File: src/rtl/fsm1_pkg.sv
// Shared fsm1 types: initiator and responder state encodings for the rd/ws/ds read handshake.
package fsm1_pkg;

    typedef enum logic [1:0] {
        S_IDLE = 2'd0,
        S_READ = 2'd1,
        S_DLY  = 2'd2,
        S_DONE = 2'd3
    } state_e;

    // RXX is the spare encoding; the responder never enters it.
    typedef enum logic [1:0] {
        R_IDLE = 2'd0,
        R_WAIT = 2'd1,
        R_RDY  = 2'd2,
        RXX    = 2'd3
    } resp_state_e;

endpackage

File: src/rtl/fsm1_resp.sv
// fsm1 read-cycle responder: stretches the initiator's read with ws, then presents rdata until ds.
// Optional protocol checker on err enabled by defining FSM1_RESP_CHECK_EN.
module fsm1_resp
    import fsm1_pkg::*;
#(
    parameter int unsigned       WAIT_W    = 4,
    parameter int unsigned       DATA_W    = 8,
    parameter logic [DATA_W-1:0] DATA_INIT = '0
) (
    input  logic              clk,
    input  logic              rst_n,
    input  logic              rd,
    input  logic              ds,
    input  logic [WAIT_W-1:0] wait_cfg,
    output logic              ws,
    output logic [DATA_W-1:0] rdata,
    output logic              rvalid,
    output logic              err
);

    // rem holds 2N: one READ and one DLY cycle per wait sample.
    localparam int unsigned REM_W = WAIT_W + 1;

    resp_state_e       state;
    resp_state_e       state_n;
    logic [REM_W-1:0]  rem;
    logic [REM_W-1:0]  rem_n;
    logic [REM_W-1:0]  rem_dec;
    logic [DATA_W-1:0] rdata_n;

    always_ff @(posedge clk or negedge rst_n) begin
        if (!rst_n) begin
            state <= R_IDLE;
            rem   <= '0;
            rdata <= DATA_INIT;
        end else begin
            state <= state_n;
            rem   <= rem_n;
            rdata <= rdata_n;
        end
    end

    always_comb begin
        state_n = state;
        rem_n   = rem;
        rdata_n = rdata;
        rem_dec = rem - REM_W'(1);
        case (state)
            R_IDLE: begin
                if (rd) begin
                    rem_n   = {wait_cfg, 1'b0};
                    state_n = (wait_cfg == '0) ? R_RDY : R_WAIT;
                end
            end
            R_WAIT: begin
                if (!rd) begin
                    state_n = R_IDLE;
                end else begin
                    rem_n = rem_dec;
                    if (rem_dec == '0) begin
                        state_n = R_RDY;
                    end
                end
            end
            R_RDY: begin
                if (ds) begin
                    state_n = R_IDLE;
                    rdata_n = rdata + DATA_W'(1);
                end
            end
            default: begin
                state_n = resp_state_e'('x);
                rem_n   = 'x;
                rdata_n = 'x;
            end
        endcase
    end

    // Outputs are the registered decode of the next state.
    always_ff @(posedge clk or negedge rst_n) begin
        if (!rst_n) begin
            ws     <= 1'b0;
            rvalid <= 1'b0;
        end else begin
            ws     <= (state_n == R_WAIT);
            rvalid <= (state_n == R_RDY);
        end
    end

`ifdef FSM1_RESP_CHECK_EN
    logic err_n;

    assign err_n = (ds && ((state == R_IDLE) || (state == R_WAIT)))
                 || (!rd && (state == R_WAIT))
                 || (rd && ds);

    always_ff @(posedge clk or negedge rst_n) begin
        if (!rst_n) begin
            err <= 1'b0;
        end else begin
            err <= err_n;
        end
    end
`else
    assign err = 1'b0;
`endif

endmodule

File: config.mk
export PLATFORM = sky130hd
export DESIGN_NAME = fsm1_resp
export DESIGN_NICKNAME = d
export VERILOG_FILES = /design/src/rtl/fsm1_pkg.sv /design/src/rtl/fsm1_resp.sv
export SDC_FILE = /design/constraint.sdc
export NUM_CORES = 1
export LEC_CHECK = 0
export ABC_AREA = 0
export BUFFER_PORTS_ARGS = -buffer_cell sky130_fd_sc_hd__buf_4
export CAP_MARGIN = 40
export CORE_MARGIN = 2
export CORE_UTILIZATION = 48
export DETAILED_ROUTE_END_ITERATION = 10
export GPL_ROUTABILITY_DRIVEN = 0
export PLACE_DENSITY = 0.76
export SYNTH_ARGS = -nofsm -noshare
export SYNTH_HDL_FRONTEND = slang
export SYNTH_SLANG_ARGS = --single-unit
File: constraint.sdc
create_clock -name clk -period 1.26 [get_ports clk]
set_input_delay 0.063 -clock clk [delete_from_list [all_inputs] [get_ports clk]]
set_output_delay 0.063 -clock clk [all_outputs]
set_load 0.05 [all_outputs]
==> flow_summary.yaml, run 1 <==
run_status:
  status: "finished, violations left"
  failed_checks: "negative setup slack"
power:
  netSwitchingPower_mw: 0.7090
  swShare: 0.3934
  combPwrFrac: 0.418
  power_frac_clock: 0.162
  power_frac_seq: 0.420
  p_leak_nw: 0.6039
  power.density_nw_per_um2: 1277
  p_int_mw: 1.093
  irDropWorstVdd_mv: 0.9021
cells_and_area:
  area_growth_syn_to_layout_pct: 43.15
  drive_above_1_share: 0.5227
  fillers: 138
  fin_nets: 144
  utilization: 0.7268
  final_cells: 159
  final_cell_area_um2: 1411
  multi_input_area_um2: 631.9
  n_antenna_cell: 0
  ff_latch_area_um2: 437.9
routing:
  drc: 0
  totalWireLength_mm: 2.402
  dr_total_vias: 871
  ant_nets: 0
  wire_per_inst_um: 15.11
  drtIter0Drc: 10
  viasPerCell: 5.478
  first_pass_iters: 4
synth:
  synth.area.top_cells: "dfrtp_1 43%, nand2_1 4.2%, ha_1 3.8%, xnor2_1 3.6%, mux2i_1 3.0%"
  synth_top_area_share: 0.4315
  synth_cells: 101
  yosysSeqAreaShare: 0.4315
  async_reset_ff_frac: 1.000
  yosysWarnings: 0
  syn_avg_cell_area_um2: 9.762
  synth_cell_type_count: 34
  synth_common_cells: "17 x dfrtp_1, 11 x nand2_1, 6 x inv_1"
  ys.flop_type: "dfrtp_1"
  syn-num-nets: 112
  yosys.area.top_type: "dfrtp_1"
  syn_area_um2: 985.9
  synth-edff-count: 0
  synth.ff_latch_count: 17
  yosysMostFrequentCell: "dfrtp_1"
floorplanning:
  rows: 16
  core_um2: 1942
  die_area_um2: 2432
  dieWidth_um: 49.32
  initial_core_util: 0.5077
  fp.dieH_um: 49.32
  pin_count: 19
timing:
  min_period_ns: 1.351
  post-route-period-util: 1.072
  finalMaxSlewViolations: 0
  setup_violations: 7
  final-hold-violation-count: 0
  rsz0062_at_grt: "true"
  fin_worst_skew_ns: 0.008235
  max_freq_mhz: 740.3
  fin_ws_ns: -0.09076
global_routing:
  grt_max_degree: 18
  grt_pass1_vias: 885
  grt_first_pass_wirelength_mm: 4.036
  gr-total-overflow: 0
  antenna_found_initial: 0
  grt.total_usage: 0.2139
critical_path:
  reg2regPathDepth: 3
  arrival_ns: 1.58
  cp-end-kind: "flip-flop"
  cp.required_ns: 1.49
  rr_startpoint: "rem[0]$_DFFE_PN0P_"
  crit_type: "reg -> reg"
  cp_max_fo: 5
  startpoint_type: "flip-flop"
  r2r_slack_ns: -0.09
  r2r-end: "rvalid$_DFF_PN0_"
min_path:
  hold_path_depth: 3
  hold_class: "in -> reg"
  holdCritStartpoint: "wait_cfg[2]"
  whs_endpoint: "rem[3]$_DFFE_PN0P_"
clocking:
  h-tree-depth: 1
  clk_latency_ns: 0.29
  clock-sinks: 17
  clkTransAtPathRegs_ns: 0.11
  cts-root-buf: "clkbuf_4"
  cts_tree: "done"
  cts_buffer_depth: 2
  cts_buffers: 3
place:
  dp_hpwl_mm: 1.633
  placed_cell_area_um2: 1231
  port_buffers: 17
  place_inst: 151
run:
  cap_violations: 0
-- state kept, by name, indices dropped and copies added (netlist names) --
| register | flops |
|---|---|
| state | 2 |
| rem | 5 |
| ws | 1 |
| rvalid | 1 |
| rdata | 8 |
-- layout by cell type (no fill, tap or decap), types with 2 or more instances in the layout --
| cell | netlist | layout |
|---|---|---|
| inv_2 | 0 | 2 |
| inv_1 | 6 | 3 |
| a221oi_2 | 0 | 2 |
| ha_1 | 3 | 2 |
| buf_4 | 2 | 28 |
| nor2_1 | 4 | 3 |
| nor3_1 | 4 | 3 |
| nand2_1 | 11 | 10 |
| nand3_1 | 3 | 2 |
| clkbuf_4 | 0 | 3 |
| dfrtp_1 | 17 | 7 |
| o21a_1 | 2 | 2 |
| dfrtp_2 | 0 | 10 |
| a211oi_1 | 3 | 2 |
| xor2_1 | 3 | 3 |
| xnor2_1 | 4 | 4 |
| o32ai_1 | 3 | 3 |
| nand2b_1 | 4 | 3 |
| mux2i_1 | 3 | 3 |
| or3b_4 | 0 | 2 |
| a32o_1 | 2 | 2 |
| a21oi_1 | 5 | 3 |
| a21oi_2 | 0 | 2 |
| buf_6 | 1 | 3 |
-- worst max-delay path, cell delays in order, from the launching register on --
cell and delay, ns:
dfrtp_2 0.45, o21a_1 0.21, o41ai_4 0.41, a32o_1 0.23
-- power groups by stage --
| stage | sequential (mW) | clock, mW | combinational, mW |
|---|---|---|---|
| detailed placement | 0.754 | 0 | 0.667 |
| floorplan | 0.873 | 0 | 0.313 |
| global placement | 0.750 | 0 | 0.648 |
| global route | 0.776 | 0.323 | 0.813 |
| finish | 0.757 | 0.292 | 0.753 |
| CTS | 0.747 | 0.293 | 0.700 |
-- cells by family after synthesis --
group | count (synthesis) | synth area share
flip-flops | 17 | 0.4315
multiplexers | 3 | 0.03046
buffers and inverters | 11 | 0.05964
adder cells (fa/ha/maj) | 3 | 0.03808
AND/OR/NAND/NOR | 35 | 0.1878
other | 1 | 0.003803
AO/OA/AOI/OAI | 24 | 0.1866
XOR/XNOR | 7 | 0.06218
-- routing by layer --
metal / routed length, um / global-route usage / vias up
met5: 0 / 0 / -
met4: 31 / 0.05238 / 0
met3: 58 / 0.04294 / 4
met2: 1166 / 0.3423 / 14
met1: 1145 / 0.2959 / 426
li1: - / - / 427
-- per-stage QoR --
step	setup TNS (ns)	hold WS (ns)	setup WS [ns]	power (mW)
final	-0.4484	0.1071	-0.09076	1.802
after CTS	-0.3331	0.09903	-0.08822	1.740
after floorplan	-0.003449	-0.2326	-0.001725	1.186
after global routing	-0.8435	0.1118	-0.1494	1.912
after global placement	-0.3360	-0.06183	-0.08678	1.397
after detailed placement	-0.5775	-0.05991	-0.1001	1.421
-- worst max-delay path by stage --
stage | from | endpoint | depth (start not counted)
2_1_floorplan | rem[0]$_DFFE_PN0P_ | rvalid$_DFF_PN0_ | 3
4_1_cts | rem[0]$_DFFE_PN0P_ | rvalid$_DFF_PN0_ | 4
3_5_place_dp | rem[0]$_DFFE_PN0P_ | rvalid$_DFF_PN0_ | 3
3_3_place_gp | rem[0]$_DFFE_PN0P_ | rvalid$_DFF_PN0_ | 3
6_report | rem[0]$_DFFE_PN0P_ | rvalid$_DFF_PN0_ | 3
5_1_grt | rem[0]$_DFFE_PN0P_ | state[1]$_DFF_PN0_ | 3
-- area by class of cell --
| cell class | count | area share |
|---|---|---|
| repair buffers | 32 | 0.1800 |
| clock buffers | 3 | 0.01596 |
| well taps | 27 | 0.02394 |
| clock inverters | 1 | 0.003546 |
| flip-flops and latches | 17 | 0.3103 |
| inverters | 6 | 0.01862 |
| multi-input cells | 73 | 0.4477 |
-- what timing repair did --
item	CTS	global route
setup endpoints to repair	9	11
gates resized for setup	10	22
pin swaps	7	10
hold buffers	1	0
setup buffers	2	1
hold endpoints to repair	17	0
(Power assumes the default switching activity.)
==> run 2: changes to the inputs <==
--- a/config.mk
+++ b/config.mk
@@ -9,10 +9,10 @@
 export BUFFER_PORTS_ARGS = -buffer_cell sky130_fd_sc_hd__buf_4
 export CAP_MARGIN = 40
 export CORE_MARGIN = 2
-export CORE_UTILIZATION = 48
+export CORE_UTILIZATION = 45
 export DETAILED_ROUTE_END_ITERATION = 10
 export GPL_ROUTABILITY_DRIVEN = 0
-export PLACE_DENSITY = 0.76
+export PLACE_DENSITY = 0.72
 export SYNTH_ARGS = -nofsm -noshare
 export SYNTH_HDL_FRONTEND = slang
 export SYNTH_SLANG_ARGS = --single-unit
==> run 2 against run 1 <==
The flow still finishes with violations (negative setup slack). Clock skew decreased by 0.0067 ns. Register-to-register slack about the same. Clock power increased by 2%. First-iteration DRC count unchanged. Critical path depth increased by 1. Sequential power decreased by 2%. Non-clock buffer count decreased by 1. Core utilization decreased by 9.1 points. Hold slack got worse by 0.017 ns. Largest cell class unchanged. Largest power group unchanged.
==> flow_summary.yaml, run 2 (synthesized netlist as in run 1, its figures left out) <==
place:
  place_inst: 150
  port_buffers: 17
  dp_slack_ns: -0.09944
  placed_cell_area_um2: 1224
  dp_hpwl_mm: 1.657
cells_and_area:
  final_cell_mix: "30 x buf_4, 11 x nand2_1, 9 x dfrtp_1, 8 x dfrtp_2, 5 x a21oi_1"
  n_antenna_cell: 0
  drive_above_1_share: 0.3893
  layout_commonest_cell: "buf_4"
  top_regs: "rdata: 8 flops, rem: 5 flops, state: 2 flops"
  fin_nets: 143
  final_cells: 158
  area_growth_syn_to_layout_pct: 30.33
  top_register: "rdata"
  final_cell_area_um2: 1285
  utilization: 0.6355
  fillers: 170
  largest_reg_flops: 8
timing:
  fin_ws_ns: -0.07594
  tns_ns: -0.3931
  final-hold-violation-count: 0
  post-route-period-util: 1.060
  fin_worst_skew_ns: 0.001546
  setup_violations: 8
  min_period_ns: 1.336
  finalMaxSlewViolations: 0
  rsz0062_at_grt: "true"
  max_freq_mhz: 748.5
  whs_ns: 0.08977
critical_path:
  cp-end-kind: "flip-flop"
  cp.required_ns: 1.49
  crit_type: "reg -> reg"
  rr_startpoint: "rem[0]$_DFFE_PN0P_"
  slowest_delay_ns: 0.42
  path_buf_inv: 1
  crit_chain: "inv_2 -> ha_4 -> o41ai_4 -> a32o_1"
  critPathLaunch: "rem[0]$_DFFE_PN0P_"
  worst-path-stages: 4
  arrival_ns: 1.57
  crit_end: "state[1]$_DFF_PN0_"
  cp_top_family: "compound AO/OA/AOI/OAI gates"
  startpoint_type: "flip-flop"
  crit_slowest_cell: "dfrtp_2"
  cp_max_fo: 5
  reg2regPathDepth: 4
  r2r_slack_ns: -0.08
  r2r-end: "state[1]$_DFF_PN0_"
clocking:
  cts_tree: "done"
  cts_buffer_depth: 2
  h-tree-depth: 1
  clk_latency_ns: 0.29
  clock-sinks: 17
  cts-root-buf: "clkbuf_4"
  clkTransAtPathRegs_ns: 0.10
  cts_buffers: 3
floorplanning:
  initial_core_util: 0.4876
  pin_count: 19
  core_um2: 2022
  rows: 16
  die_area_um2: 2582
  fp.dieH_um: 50.81
  dieWidth_um: 50.81
power:
  p_leak_nw: 0.5728
  power.density_nw_per_um2: 1342
  power_mw: 1.725
  irDropWorstVdd_mv: 0.7990
routing:
  totalWireLength_mm: 2.132
  viasPerCell: 5.399
  drtIter0Drc: 10
  wire_per_inst_um: 13.49
  first_pass_iters: 4
  dr_total_vias: 853
  drc: 0
  ant_nets: 0
global_routing:
  grt.total_usage: 0.1867
  grt_pass1_vias: 797
  antenna_found_initial: 0
  grt_first_pass_wirelength_mm: 3.629
  grt_max_degree: 18
  gr-total-overflow: 0
run:
  cap_violations: 0
min_path:
  hold_class: "in -> reg"
run_status:
  status: "finished, violations left"
  failed_checks: "negative setup slack"
==> run 2: cell type report <==
type	count	area, um2	area share
multi-input combinational	73	530.5	0.4129
sequential	17	435.4	0.3389
timing repair buffer	31	235.2	0.1831
tap	27	33.78	0.02629
clock buffer	3	22.52	0.01753
inverter	6	22.52	0.01753
clock inverter	1	5.005	0.003895
==> run 2: worst min-delay path, stage by stage <==
cell and delay [ns]:
buf_4 0.12, o32ai_1 0.11, a211oi_1 0.06
==> run 2: routing by layer <==
| layer | track usage | part of all wire | vias up |
|---|---|---|---|
| li1 | - | - | 423 |
| met1 | 0.2772 | 0.47 | 412 |
| met2 | 0.2829 | 0.49 | 14 |
| met3 | 0.03509 | 0.035 | 4 |
| met4 | 0.04054 | 0.0075 | 0 |
| met5 | 0 | 0 | - |
==> run 2: worst min path at each step <==
stage          cells past startpoint                   end   startpoint  slack, ns
2_1_floorplan                      0  rdata[0]$_DFFE_PN0P_        rst_n      -0.23
3_3_place_gp                       1    rem[2]$_DFFE_PN0P_        rst_n      -0.06
3_5_place_dp                       1    rem[2]$_DFFE_PN0P_        rst_n      -0.06
4_1_cts                            3    rem[4]$_DFFE_PN0P_  wait_cfg[3]       0.09
5_1_grt                            3    rem[2]$_DFFE_PN0P_  wait_cfg[1]        0.1
6_report                           3    rem[4]$_DFFE_PN0P_  wait_cfg[3]       0.09
==> run 2: timing repair <==
action / CTS / global route
hold endpoints to repair: 17 / 0
buffers inserted: 0 / 3
gates resized for setup: 1 / 1
hold buffers: 1 / 0
endpoints found under the setup margin: 8 / 11
pin swaps: 1 / 3
==> run 2: power by group <==
group          total (mW)  leakage [nW]  internal [mW]  switching [mW]
combinational       0.684         0.352          0.308           0.376
sequential          0.744         0.203          0.634           0.110
clock               0.298        0.0177          0.118           0.180
total                1.72         0.573           1.06           0.665
==> run 3: changes to the inputs <==
--- a/config.mk
+++ b/config.mk
@@ -13,6 +13,8 @@
 export DETAILED_ROUTE_END_ITERATION = 10
 export GPL_ROUTABILITY_DRIVEN = 0
 export PLACE_DENSITY = 0.72
+export SETUP_SLACK_MARGIN = 0.2
+export SKIP_CTS_REPAIR_TIMING = 1
 export SYNTH_ARGS = -nofsm -noshare
 export SYNTH_HDL_FRONTEND = slang
 export SYNTH_SLANG_ARGS = --single-unit
==> run 3 against run 2 <==
The run still ends with negative setup slack left. Clock-buffer cell count is the same. Sequential power rose by 7.5%. Final cell count grew 4.4%. Worst setup slack got worse by 0.060 ns. Design area up 20%. Die area is the same. Critical endpoint unchanged.
==> flow_summary.yaml, run 3 (synthesized netlist as in run 1, its figures left out) <==
power:
  power.density_nw_per_um2: 1273
  irDropWorstVdd_mv: 0.9850
  p_leak_nw: 0.6653
  netSwitchingPower_mw: 0.8014
  power_frac_seq: 0.408
  p_int_mw: 1.160
  combPwrFrac: 0.436
  power_frac_clock: 0.157
  swShare: 0.4085
min_path:
  hold_class: "in -> reg"
  holdCritStartpoint: "wait_cfg[1]"
  hold_path_depth: 3
  whs_endpoint: "rem[2]$_DFFE_PN0P_"
routing:
  wire_per_inst_um: 17.33
  drc: 0
  drtIter0Drc: 20
  dr_total_vias: 955
  wirelength_met1_mm: 1.268
  totalWireLength_mm: 2.860
  viasPerCell: 5.788
  wl_met3_um: 112
  first_pass_iters: 4
  dr_wl_met2_mm: 1.441
  top_layer: "met4"
  ant_nets: 0
global_routing:
  grt_first_pass_wirelength_mm: 4.050
  gr-total-overflow: 0
  grt_pass1_vias: 867
  grt.total_usage: 0.2132
  antenna_found_initial: 0
  grt_max_degree: 18
clocking:
  h-tree-depth: 1
  clkTransAtPathRegs_ns: 0.11
  clk_latency_ns: 0.30
  clock-sinks: 17
  cts_buffer_depth: 2
  cts_tree: "done"
  cts-root-buf: "clkbuf_4"
  cts_buffers: 3
cells_and_area:
  layout_commonest_cell: "buf_4"
  final_cell_mix: "26 x buf_4, 9 x nand2_1, 9 x dfrtp_1, 8 x buf_6, 8 x dfrtp_2"
  n_antenna_cell: 0
  fin_nets: 150
  fillers: 144
  largest_reg_flops: 8
  top_register: "rdata"
  area_growth_syn_to_layout_pct: 56.35
  drive_above_1_share: 0.5435
  top_regs: "rdata: 8 flops, rem: 5 flops, state: 2 flops"
  final_cells: 165
run_status:
  status: "finished, violations left"
  failed_checks: "negative setup slack"
timing:
  finalMaxSlewViolations: 0
  whs_ns: 0.09993
  fin_ws_ns: -0.1362
  post-route-period-util: 1.108
  setup_violations: 7
  final-hold-violation-count: 0
  fin_worst_skew_ns: 0.007209
  min_period_ns: 1.396
  max_freq_mhz: 716.2
  rsz0062_at_grt: "true"
floorplanning:
  fp.dieH_um: 50.81
  initial_core_util: 0.4876
  dieWidth_um: 50.81
  die_area_um2: 2582
  core_um2: 2022
  rows: 16
  pin_count: 19
critical_path:
  crit_type: "reg -> reg"
  r2r-end: "state[1]$_DFF_PN0_"
  cp.required_ns: 1.50
  startpoint_type: "flip-flop"
  r2r_slack_ns: -0.14
  reg2regPathDepth: 3
  rr_startpoint: "rem[0]$_DFFE_PN0P_"
  cp-end-kind: "flip-flop"
  arrival_ns: 1.64
  cp_max_fo: 5
place:
  dp_hpwl_mm: 1.842
  place_inst: 149
  port_buffers: 17
  dp_slack_ns: -0.1054
run:
  cap_violations: 0
[run 3: cell count changes in the layout (fill, tap and decap cells not counted), moves of 2 or more]
cell / previous run / this run
a21oi_1: 5 / 3
a21oi_2: 0 / 2
a221oi_1: 2 / 0
a221oi_4: 0 / 2
buf_4: 30 / 26
buf_6: 0 / 8
nand2_1: 11 / 9
nand2_2: 0 / 2
nand3_1: 3 / 1
nor3_1: 4 / 2
or3b_2: 3 / 0
or3b_4: 0 / 3
[run 3: layout make-up]
class	count	area [um2]	share of cell area
Clock inverter	1	5.005	0.003247
Clock buffer	3	22.52	0.01461
Multi-Input combinational cell	73	686.9	0.4456
Inverter	6	22.52	0.01461
Timing Repair Buffer	38	335.3	0.2175
Tap cell	27	33.78	0.02192
Sequential cell	17	435.4	0.2825
[run 3: power by group through the flow]
stage | sequential (mW) | clock, mW | combinational [mW]
2_1_floorplan | 0.893 | 0 | 0.347
3_3_place_gp | 0.769 | 0 | 0.667
3_5_place_dp | 0.778 | 0 | 0.687
4_1_cts | 0.765 | 0.307 | 0.691
5_1_grt | 0.814 | 0.336 | 0.915
6_report | 0.800 | 0.307 | 0.855
[run 3: worst max-delay path by stage]
stage,from,endpoint,slack [ns],cells after the start
final,rem[0]$_DFFE_PN0P_,state[1]$_DFF_PN0_,-0.14,3
after global routing,rem[1]$_DFFE_PN0P_,rem[4]$_DFFE_PN0P_,-0.21,5
after CTS,rem[1]$_DFFE_PN0P_,state[1]$_DFF_PN0_,-0.12,3
after detailed placement,rem[1]$_DFFE_PN0P_,state[1]$_DFF_PN0_,-0.11,3
after global placement,rem[1]$_DFFE_PN0P_,rvalid$_DFF_PN0_,-0.02,3
after floorplan,rem[0]$_DFFE_PN0P_,rvalid$_DFF_PN0_,-0.002,3
[run 3: per-stage QoR]
step	power [mW]	utilization	area [um2]	TNS [ns]
final	1.962	0.7624	1541	-0.6383
after global routing	2.064	0.7624	1541	-1.120
after CTS	1.763	0.6541	1323	-0.5395
after detailed placement	1.465	0.6405	1295	-0.4168
after global placement	1.436	0.6405	1295	-0.05847
after floorplan	1.240	-	1100	-0.003428
[run 3: layer usage]
| layer | vias to the layer above | track usage |
|---|---|---|
| li1 | 438 | - |
| met1 | 482 | 0.2777 |
| met2 | 31 | 0.3553 |
| met3 | 4 | 0.04386 |
| met4 | 0 | 0.06757 |
| met5 | - | 0 |
[run 3: critical path: stages (launching register included)]
cell	delay, ns
dfrtp_1	0.46
o21a_1	0.24
o41ai_4	0.43
a32o_1	0.22
